## config.mk

```make
export PLATFORM = sky130hd
export DESIGN_NAME = reset_sequencer
export DESIGN_NICKNAME = d
export VERILOG_FILES = /design/src/rtl/reset_sequencer.sv
export SDC_FILE = /design/constraint.sdc
export NUM_CORES = 1
export LEC_CHECK = 0
export CAP_MARGIN = 30
export CORE_ASPECT_RATIO = 1.2
export CORE_UTILIZATION = 42
export DETAILED_ROUTE_END_ITERATION = 12
export SLEW_MARGIN = 30
export SYNTH_ARGS = -nofsm -noshare
export SYNTH_HDL_FRONTEND = slang
export SYNTH_SLANG_ARGS = --single-unit
```

## constraint.sdc

```tcl
create_clock -name clk_100m_in -period 2.35 [get_ports clk_100m_in]
set_clock_uncertainty 0.15 [all_clocks]
set_input_delay 0.705 -clock clk_100m_in [delete_from_list [all_inputs] [get_ports clk_100m_in]]
set_output_delay 0.705 -clock clk_100m_in [all_outputs]
set_load 0.01 [all_outputs]
```

## src/rtl/reset_sequencer.sv

```systemverilog
// rtl/reset_sequencer.sv - ordered per-domain reset release driven by a synchronised PLL lock
// Single 100 MHz clock; every decision uses the synchronised lock, all outputs registered.
module reset_sequencer #(
  parameter int SYNC_STAGES        = 2,
  parameter int LOCK_STABLE_CYCLES = 1024,
  parameter int STAGE_GAP          = 64,
  parameter int LOCK_TIMEOUT       = 65536,
  parameter int PLL_RST_CYCLES     = 16,
  parameter int HOLD_CYCLES        = 256,
  parameter int CNT_W              = 8
) (
  input  logic             clk_100m_in,
  input  logic             rst,
  input  logic             pll_locked,
  input  logic             soft_rst,
  output logic             pll_rst,
  output logic             rst_adc,
  output logic             rst_ddc,
  output logic             rst_fft,
  output logic             rst_eth,
  output logic             sys_ready,
  output logic [CNT_W-1:0] lock_loss_cnt
);
  localparam int REL_SPAN = 3 * STAGE_GAP;
  localparam int TMO_W    = (LOCK_TIMEOUT > 1) ? $clog2(LOCK_TIMEOUT) : 1;
  localparam int STAB_W   = $clog2(LOCK_STABLE_CYCLES + 1);
  localparam int REL_W    = $clog2(REL_SPAN);
  localparam int PLL_W    = (PLL_RST_CYCLES > 1) ? $clog2(PLL_RST_CYCLES) : 1;
  localparam int HOLD_W   = (HOLD_CYCLES > 1) ? $clog2(HOLD_CYCLES) : 1;

  localparam logic [TMO_W-1:0]  TMO_LAST  = TMO_W'(LOCK_TIMEOUT - 1);
  localparam logic [STAB_W-1:0] STAB_DONE = STAB_W'(LOCK_STABLE_CYCLES);
  localparam logic [REL_W-1:0]  REL_LAST  = REL_W'(REL_SPAN - 1);
  localparam logic [REL_W-1:0]  REL_DDC   = REL_W'(STAGE_GAP);
  localparam logic [REL_W-1:0]  REL_FFT   = REL_W'(2 * STAGE_GAP);
  localparam logic [PLL_W-1:0]  PLL_LAST  = PLL_W'(PLL_RST_CYCLES - 1);
  localparam logic [HOLD_W-1:0] HOLD_LAST = HOLD_W'(HOLD_CYCLES - 1);

  typedef enum logic [2:0] {
    S_WAIT_LOCK, S_PLL_RESET, S_STABILIZE, S_RELEASE, S_RUN, S_LOST
  } state_t;

  state_t                 r_state, w_state_nxt;
  logic [SYNC_STAGES-1:0] r_sync;
  logic [TMO_W-1:0]       r_tmo_cnt, w_tmo_nxt;
  logic [STAB_W-1:0]      r_stab_cnt, w_stab_nxt;
  logic [REL_W-1:0]       r_rel_cnt, w_rel_nxt;
  logic [PLL_W-1:0]       r_pll_cnt, w_pll_nxt;
  logic [HOLD_W-1:0]      r_hold_cnt, w_hold_nxt;
  logic [CNT_W-1:0]       r_loss_cnt, w_loss_nxt;
  logic [3:0]             r_rst, w_rst_nxt;
  logic                   r_ready, w_ready_nxt;
  logic                   r_pll_rst, w_pll_rst_nxt;
  logic                   w_lk;

  assign w_lk = r_sync[SYNC_STAGES-1];

  always_comb begin
    w_state_nxt = r_state;
    w_tmo_nxt   = '0;
    w_stab_nxt  = '0;
    w_rel_nxt   = '0;
    w_pll_nxt   = '0;
    w_hold_nxt  = '0;
    w_loss_nxt  = r_loss_cnt;
    unique case (r_state)
      S_WAIT_LOCK: begin
        if (soft_rst) begin
          w_state_nxt = S_LOST;
        end else if (w_lk) begin
          w_state_nxt = S_STABILIZE;
          w_stab_nxt  = STAB_W'(1);
        end else if (r_tmo_cnt == TMO_LAST) begin
          w_state_nxt = S_PLL_RESET;
        end else begin
          w_tmo_nxt = r_tmo_cnt + 1'b1;
        end
      end
      S_PLL_RESET: begin
        if (r_pll_cnt == PLL_LAST) w_state_nxt = S_WAIT_LOCK;
        else                       w_pll_nxt   = r_pll_cnt + 1'b1;
      end
      S_STABILIZE: begin
        if (soft_rst)                      w_state_nxt = S_LOST;
        else if (!w_lk)                    w_state_nxt = S_WAIT_LOCK;
        else if (r_stab_cnt == STAB_DONE)  w_state_nxt = S_RELEASE;
        else                               w_stab_nxt  = r_stab_cnt + 1'b1;
      end
      S_RELEASE, S_RUN: begin
        // Only a genuine lock loss is counted, even when soft_rst coincides.
        if (soft_rst || !w_lk) begin
          w_state_nxt = S_LOST;
          if (!w_lk && (r_loss_cnt != '1)) w_loss_nxt = r_loss_cnt + 1'b1;
        end else if (r_state == S_RELEASE) begin
          if (r_rel_cnt == REL_LAST) w_state_nxt = S_RUN;
          else                       w_rel_nxt   = r_rel_cnt + 1'b1;
        end
      end
      S_LOST: begin
        if (r_hold_cnt == HOLD_LAST) w_state_nxt = S_WAIT_LOCK;
        else                         w_hold_nxt  = r_hold_cnt + 1'b1;
      end
      default: w_state_nxt = S_WAIT_LOCK;
    endcase

    // Outputs are decoded from the next state so they land in the same cycle as the state.
    w_rst_nxt     = 4'b1111;
    w_ready_nxt   = 1'b0;
    w_pll_rst_nxt = (w_state_nxt == S_PLL_RESET);
    case (w_state_nxt)
      S_RELEASE: w_rst_nxt = {1'b0, (w_rel_nxt < REL_DDC), (w_rel_nxt < REL_FFT), 1'b1};
      S_RUN: begin
        w_rst_nxt   = 4'b0000;
        w_ready_nxt = 1'b1;
      end
      default: ;
    endcase
  end

  always_ff @(posedge clk_100m_in) begin
    if (rst) begin
      r_sync     <= '0;
      r_state    <= S_WAIT_LOCK;
      r_tmo_cnt  <= '0;
      r_stab_cnt <= '0;
      r_rel_cnt  <= '0;
      r_pll_cnt  <= '0;
      r_hold_cnt <= '0;
      r_loss_cnt <= '0;
      r_rst      <= 4'b1111;
      r_ready    <= 1'b0;
      r_pll_rst  <= 1'b0;
    end else begin
      r_sync     <= {r_sync[SYNC_STAGES-2:0], pll_locked};
      r_state    <= w_state_nxt;
      r_tmo_cnt  <= w_tmo_nxt;
      r_stab_cnt <= w_stab_nxt;
      r_rel_cnt  <= w_rel_nxt;
      r_pll_cnt  <= w_pll_nxt;
      r_hold_cnt <= w_hold_nxt;
      r_loss_cnt <= w_loss_nxt;
      r_rst      <= w_rst_nxt;
      r_ready    <= w_ready_nxt;
      r_pll_rst  <= w_pll_rst_nxt;
    end
  end

  assign {rst_adc, rst_ddc, rst_fft, rst_eth} = r_rst;
  assign sys_ready     = r_ready;
  assign pll_rst       = r_pll_rst;
  assign lock_loss_cnt = r_loss_cnt;

endmodule

```

# Word level (Yosys, flattened, before mapping)
# Cells that the tools add are included.
dict set report totals {
  word_cells 69
  out_inout_bits 14
  register_bits 66
  in_bits 4
}
dict set report op_classes {
  mux 24
  add_sub_neg 6
  bitwise_logic 3
  n_eq_ne 14
  reduce_logical 9
  order_cmp 2
}
# cell n
set ops {}
lappend ops {{11-bit two-way mux} 3}
lappend ops {{3-bit two-way mux} 11}
lappend ops {{8-bit two-way mux} 4}
lappend ops {{8-bit by 1-bit adder with 8-bit output, second input constant} 3}
lappend ops {{11-bit one-hot mux with 2 select lines} 1}
lappend ops {{16-bit by 1-bit adder with 16-bit output, second input constant} 1}
lappend ops {{16-bit equality test, second input constant} 1}
lappend ops {{8-bit equality test, second input constant} 2}
lappend ops {{3-bit one-hot mux with 5 select lines} 1}
lappend ops {{11-bit by 1-bit adder with 11-bit output, second input constant} 1}
lappend ops {{11-bit equality test, second input constant} 1}
lappend ops {{3-bit by 2-bit equality test with 1-bit output, second input constant} 3}
lappend ops {{3-bit equality test, second input constant} 3}
lappend ops {{8-bit by 7-bit less-than comparator with 1-bit output, second input constant} 1}
lappend ops {{8-bit less-than comparator, second input constant} 1}
lappend ops {{8-bit != test, second input constant} 1}
lappend ops {{4-bit one-hot mux with 2 select lines} 1}
lappend ops {{3-bit by 1-bit equality test with 1-bit output, second input constant} 2}
lappend ops {{3-bit OR reduction} 2}
lappend ops {{5-bit OR reduction} 1}
lappend ops {{4-bit by 1-bit adder with 4-bit output, second input constant} 1}
lappend ops {{4-bit equality test, second input constant} 1}
lappend ops {{3-bit logical NOT} 1}
lappend ops {{1-bit two-way mux} 3}
lappend ops {{other kinds (6)} 8}

# Longest topological paths before layout
# Gate-level depths: netlist of the first run.
dict set report logic_depth {
  word_depth 7
  mapped_depth 9
  depth_no_buf 8
}

# Worst setup path before layout of the first run
# OpenSTA, ideal clock, no wires.
dict set report synth_timing {
  kind {input to register}
  start {input soft_rst}
  end {register r_rst[2]}
  n_path_buf 1
  slack_ps 385
  cell_stages 5
  setup_time_ps 117
  required_ps 2083
  arrival_ps 1698
  path_cell_list {nand2b_1 > or4_1 > buf_2 > nor3_1 > nor2_1}
}
dict set report synth_via {
  elab_chain_len 5
  word_cells_on_any_way 11
  cone_classes {order compare (1); eq/ne (2); mux (7); reduce/logical (1)}
}
# item line
set synth_lines {}
lappend synth_lines {{start, declared} 15} ;# input logic soft_rst,
lappend synth_lines {{1-bit logical OR} 91} ;# if (soft_rst || !w_lk) begin
lappend synth_lines {{8-bit two-way mux / 3-bit two-way mux (equally long branches)} 91}
lappend synth_lines {{8-bit two-way mux / 3-bit one-hot mux with 5 select lines (equally long branches)} 66} ;# unique case (r_state)
lappend synth_lines {{8-bit by 7-bit less-than comparator with 1-bit output, or another cell as far along} 111} ;# S_RELEASE: w_rst_nxt = {1'b0, (w_rel_nxt < REL_DDC), (w_rel_nxt < REL_FFT), 1'b1};
lappend synth_lines {{4-bit one-hot mux with 2 select lines *} 110} ;# case (w_state_nxt)
lappend synth_lines {{end signal, assigned} 142} ;# r_rst <= w_rst_nxt;
lappend synth_lines {{end, declared} 51} ;# logic [3:0] r_rst, w_rst_nxt;
# Mark *: on every way between the ends. The rest lies on a longest branch, timed or not.
# A chain may end at the register's enable or synchronous reset.

# Final worst setup path of the first run
dict set report layout_timing {
  start {input soft_rst}
  end {register r_tmo_cnt[13]}
}
dict set report layout_via {
  elab_chain_len 1
}
# item line
set layout_lines {}
lappend layout_lines {{5-bit OR reduction (no source line)} --}
lappend layout_lines {{end signal, assigned} 136} ;# r_tmo_cnt <= w_tmo_nxt;
lappend layout_lines {{end, declared} 45} ;# logic [TMO_W-1:0] r_tmo_cnt, w_tmo_nxt;
# No other way between the ends.

==> reports/results.ini, run 1 <==
[placement]
dp.cells = 419
dpl.hpwl_mm = 3.50
place_area_um2 = 3130
place_ws_ns = -0.164
portBuffers = 17
gp_congestion = 0.732

[worst_setup_path]
critical_path.cell_chain = clkdlybuf4s50_1, buf_4, or4_4, or2_4, nor2_1
rrSetupSlack_ns = 0.27
rr_worst_depth = 7
critPathArrivalTime_ns = 2.32
rr_startpoint = r_hold_cnt[0]
cp-start-kind = input pin
critPathRequiredTime_ns = 2.46
worst-path-max-fanout = 13
slowest_delay_ns = 0.51
timing.rr.end = r_rst[2]
cp-end-kind = flip-flop
crit_slowest_cell = or4_4
path_class = in -> reg

[timing]
tightestPinTransition_ns = 0.370
period_share_pct = 93.7
finalSetupTns_ns = 0
final_max_slew_viol_count = 0
min_period_ns = 2.20
final-hold-violation-count = 0
relSlewSlack_pct = 75.3
setup_viol = 0
rsz0062_at_grt = no
setup_ws_ns = 0.148
fmax_ghz = 0.454

[yosys]
synth-simple-area-share_pct = 28.3
ys_seq_elements = 66
synth_ff_type = dfxtp_1
yosysTopAreaCell = dfxtp_1
ys_types = 43
synthXorXnorAreaFrac_pct = 13.2
netlist_top_cells_area = dfxtp_1 47%, xor2_1 9.1%, nor2_1 8.6%, xnor2_1 4.1%, ha_1 3.1%
synthAdderAreaFrac_pct = 3.13
ys_async_sr_fraction_pct = 0
post_synth.cell_area_avg_um2 = 9.01
synth_top_area_share_pct = 47.3
synth_mux_area_share_pct = 0.403
mappedNetlistNets = 321
synth_compound_area_share_pct = 4.57
netlist_area_um2 = 2790
syn_inst = 310
yosysWarningCount = 0
synth_edf_count = 0
synth_top_family_by_area = simple AND/OR/NAND/NOR gates
synth_most_common_cell = dfxtp_1
synthTopCellsByCount = 66 x dfxtp_1, 64 x nor2_1, 29 x xor2_1
ys_seq_area_share_pct = 47.3

[pwr]
power.density_nw_per_um2 = 686
clock_power_share_pct = 41.6
ir_drop_uv = 494
power_leakage_nw = 1.19
combPwrFrac_pct = 7.2
switching_share_pct = 22.0
p_int_w = 0.00178
p_sw_w = 0.000502
seqPwrFrac_pct = 51.3

[job]
maxCapViolCount = 0

[clocking]
clockBufferDepth = 2
clock_latency_ns = 0.33
htreeDepth = 3
clkSinkCount = 66
cts_made_buffers = 9
cts.clk_slew.worst_paths_ns = 0.07
cts_resized = 0
cts_tree = yes
cts_root_buf = clkbuf_8
post-cts-setup-buffers = 0
hold_buffers = 0

[drt]
drc = 0
wl_mm = 4.91
drt_iter0_markers = 58
drtAntennaViolNets = 0
vias = 2150
dr.pass1.iters = 4
routed_via_density = 4.94
wl_per_cell_um = 11.3

[finish]
fin_nets = 356
num_antenna_cells = 0
fin_cells = 435
drive_gt1_share_pct = 9.43
area.growth.synth_to_final_pct = 19.0
utilization_pct = 51.6
fillers = 613
final_area_um2 = 3320

[global_route]
grt_start_max_net_pins = 14
grt.overflow.total = 0
grt_pass1_wl_mm = 8.87
antenna_found_initial = 0
grt_usage_pct = 16.2
first_global_vias = 2094

[status]
status = completed

[worst_hold_path]
hp-start = r_sync[0]
hp-class = reg -> reg
hold_path_end = r_sync[1]
whs_path_depth = 1

[floorplanning]
initial_core_util_pct = 43.3
die-area_um2 = 6980
fp-row-count = 32
die_y_um = 91.3
core_um2 = 6450
num_io_pins = 18
die_width_um = 76.5

-- state kept, by name, indices dropped and copies added, names as in the netlist --
signal / cells
r_tmo_cnt: 16
r_stab_cnt: 11
lock_loss_cnt: 8
r_hold_cnt: 8
r_rel_cnt: 8
r_pll_cnt: 4
r_rst: 4
r_state: 3
r_sync: 2
pll_rst: 1
sys_ready: 1
-- critical path, delay by kind of cell --
family        cells  cell delay, ns
buf+inv           2            0.63
simple gates      3            0.98
-- metrics by stage --
step | total power [W] | hold WS (ns)
final | 0.00228 | 0.288
after detailed placement | 0.00136 | 0.278
after global routing | 0.00239 | 0.314
after CTS | 0.00231 | 0.295
after floorplan | 0.00129 | 0.261
after global placement | 0.00136 | 0.268
-- cells in the final DEF (no fill, tap or decap), drive strengths merged, types with 3 or more instances in the layout --
cell           count
a21oi              6
and2               5
and3               6
and4               4
buf               14
clkbuf            14
clkdlybuf4s50     17
dfxtp             66
ha                 7
inv               10
nand2             23
nand2b             3
nand3             17
nand4             14
nor2              64
nor2b              4
nor3               4
o21ai              5
or3                3
xnor2             13
xor2              29
-- metal layers --
metal / vias up / track usage, % / share of wire [%]
li1: 1113 / - / -
met1: 995 / 17.6 / 47
met2: 32 / 26.9 / 47
met3: 10 / 5.63 / 3.5
met4: 0 / 10.1 / 2.2
met5: - / 0 / 0
-- cell families (layout without fill, tap and decap cells) --
| group | after synthesis | count (layout) |
|---|---|---|
| muxes | 1 | 1 |
| buffers and inverters | 17 | 57 |
| adders and majority gates | 7 | 7 |
| and+or+nand+nor | 157 | 157 |
| AOI/OAI and AO/OA | 20 | 20 |
| DFF | 66 | 66 |
| xor gates and xnor gates | 42 | 42 |
-- worst max-delay path by stage --
stage                           startpoint                to  slack, ns  cells past startpoint
after global placement            soft_rst     r_tmo_cnt[10]      -0.13                      5
after floorplan                   soft_rst          r_rst[2]       0.38                      5
final                             soft_rst     r_tmo_cnt[13]       0.15                      5
after global routing              soft_rst           pll_rst       0.07                      7
after CTS                 lock_loss_cnt[3]  lock_loss_cnt[3]       0.14                      1
after detailed placement          soft_rst     r_tmo_cnt[13]      -0.16                      5
-- power groups by stage --
stage | clock network [W] | logic, W | registers, W
finish | 0.000948 | 0.000163 | 0.00117
global route | 0.00104 | 0.000180 | 0.00117
CTS | 0.000981 | 0.000164 | 0.00117
detailed placement | 0 | 0.000163 | 0.00119
global placement | 0 | 0.000161 | 0.00119
floorplan | 0 | 0.0000949 | 0.00119
-- cell type report --
class | instances | area, µm² | share of cell area (%)
Clock buffer | 14 | 163 | 4.89
Clock inverter | 2 | 35.0 | 1.05
Multi-Input combinational cell | 227 | 1390 | 41.7
Timing Repair Buffer | 31 | 275 | 8.28
Inverter | 10 | 37.5 | 1.13
Sequential cell | 66 | 1320 | 39.7
Tap cell | 85 | 106 | 3.20
(Power assumes the default switching activity.)
==> inputs of run 2 (changes only) <==
Settings changed: REMOVE_ABC_BUFFERS set to 1.
==> run 2 against run 1 <==
Net effect:
- via count is 0.51% lower
- first-iteration DRC count increased by 22%
- sequential cell count did not move
- hold slack gained 0.0018 ns
- register-to-register slack better by 0.10 ns
- count of clock-buffer cells in the layout decreased by 3
==> reports/results.ini, run 2 (synthesized netlist as in run 1, its figures left out) <==
[status]
status = completed

[finish]
area.growth.synth_to_final_pct = 19.5
final_cell_mix = 66 x dfxtp_1, 64 x nor2_1, 29 x xor2_1
register_area_um2 = 1320  ; unchanged
final_common_cell = dfxtp_1
largest_reg_flops = 16  ; unchanged
fillers = 609  ; -0.65%
reg_top3 = r_tmo_cnt (16), r_stab_cnt (11)
num_antenna_cells = 0  ; unchanged
drive_gt1_share_pct = 9.74  ; +0.31 points
max_flop_register = r_tmo_cnt
fin_nets = 355  ; -0.28%
final_area_um2 = 3340  ; +0.41%
multi_input_area_um2 = 1390  ; unchanged

[worst_setup_path]
rrSetupSlack_ns = 0.37  ; +0.10 ns
rr_worst_depth = 7  ; unchanged
worst-path-max-fanout = 13  ; unchanged
cp-end-kind = flip-flop
path_class = in -> reg
critPathArrivalTime_ns = 2.30  ; -0.02 ns
timing.rr.end = r_rst[3]
critPathRequiredTime_ns = 2.47  ; about the same
rr_startpoint = r_hold_cnt[0]
cp-start-kind = input pin

[drt]
wl_mm = 4.85  ; -1.3%
drt_iter0_markers = 71  ; +22%
drtAntennaViolNets = 0  ; unchanged
dr.pass1.iters = 4  ; unchanged
wl_per_cell_um = 11.2  ; -1.0%
drc = 0  ; unchanged
routed_via_density = 4.93  ; -0.28%
vias = 2139  ; -0.51%

[clocking]
post-cts-setup-buffers = 0  ; unchanged
cts_root_buf = clkbuf_8
clockBufferDepth = 2  ; unchanged
clock_latency_ns = 0.34  ; about the same
cts_made_buffers = 9  ; unchanged
hold_buffers = 0  ; unchanged
cts_tree = yes
clkSinkCount = 66  ; unchanged
cts.clk_slew.worst_paths_ns = 0.06  ; about the same
htreeDepth = 3  ; unchanged
cts_resized = 0  ; unchanged

[placement]
gp_congestion = 0.750  ; +2.3%
portBuffers = 17  ; unchanged
place_area_um2 = 3120  ; -0.24%
dpl.hpwl_mm = 3.46  ; -1.0%

[floorplanning]
die-area_um2 = 6980  ; unchanged
fp-row-count = 32  ; unchanged
core_um2 = 6450  ; unchanged
num_io_pins = 18  ; unchanged
die_width_um = 76.5  ; unchanged
die_y_um = 91.3  ; unchanged
initial_core_util_pct = 43.3  ; unchanged

[timing]
setup_viol = 0  ; unchanged
period_share_pct = 93.0  ; -0.73 points
hold_slack_ns = 0.290  ; +0.00183 ns
relSlewSlack_pct = 74.6  ; -0.64 points
fmax_ghz = 0.458  ; +0.79%
final_max_slew_viol_count = 0  ; unchanged
rsz0062_at_grt = no
finalSetupTns_ns = 0  ; unchanged
tightestPinTransition_ns = 0.380  ; +0.00955 ns
min_period_ns = 2.18  ; -0.0173 ns
final-hold-violation-count = 0  ; unchanged

[global_route]
grt.overflow.total = 0  ; unchanged
antenna_found_initial = 0  ; unchanged
grt_start_max_net_pins = 14  ; unchanged
grt_pass1_wl_mm = 8.85  ; -0.24%
first_global_vias = 2119  ; +1.2%
grt_usage_pct = 16.0  ; -0.16 points

[job]
maxCapViolCount = 0  ; unchanged

[worst_hold_path]
whs_path_depth = 1  ; unchanged
hp-start = r_tmo_cnt[0]
hold_path_end = r_tmo_cnt[0]
hp-class = reg -> reg

[pwr]
power_leakage_nw = 1.19  ; +0.38%
power.density_nw_per_um2 = 710  ; +3.6%
ir_drop_uv = 504  ; +2.0%

[run 2: routing by layer]
metal	vias to the layer above	track usage (%)	wire length [µm]	share of wire (%)
met5	-	0	0	0
met4	0	10.4	102	2.1
met3	9	3.12	105	2.2
met2	19	26.9	2350	48
met1	989	18.6	2290	47
li1	1122	-	-	-
[run 2: worst max path at each step]
stage,startpoint,depth (start not counted),end
after floorplan,soft_rst,4,r_rst[2]
after global placement,soft_rst,5,r_tmo_cnt[10]
after detailed placement,soft_rst,5,r_tmo_cnt[13]
after CTS,lock_loss_cnt[2],1,lock_loss_cnt[2]
after global routing,soft_rst,7,r_rst[3]
final,soft_rst,5,r_tmo_cnt[7]
[run 2: layout make-up]
class	count	share of cell area, %
inverters	10	1.12
well taps	85	3.19
multi-input cells	227	41.5
clock buffers	11	4.24
flip-flops and latches	66	39.6
clock inverters	5	2.32
repair buffers	30	8.02
[run 2: critical path, stage by stage]
cell	delay [ns]
clkdlybuf4s50_1	0.47
buf_4	0.17
or4_4	0.50
or2_4	0.33
nor2_1	0.12
[run 2: through the flow]
stage	instances	power (W)	setup WS (ns)	utilization, %
2_1_floorplan	303	0.00127	0.364	-
3_3_place_gp	418	0.00136	-0.130	48.4
3_5_place_dp	418	0.00136	-0.190	48.4
4_1_cts	434	0.00240	0.166	51.8
5_1_grt	434	0.00250	0.0873	51.8
6_report	434	0.00237	0.166	51.8
[run 2: power breakdown]
group / switching [W] / total, W / internal (W)
clock network: 0.000417 / 0.00104 / 0.000623
registers: 0.0000235 / 0.00117 / 0.00115
logic: 0.0000783 / 0.000161 / 0.0000827
==> inputs of run 3 (changes only) <==
Settings changed: SLEW_MARGIN 30 to 10.
==> results of run 3 <==
The final DEF is identical to that of run 2; final timing and power are the same.
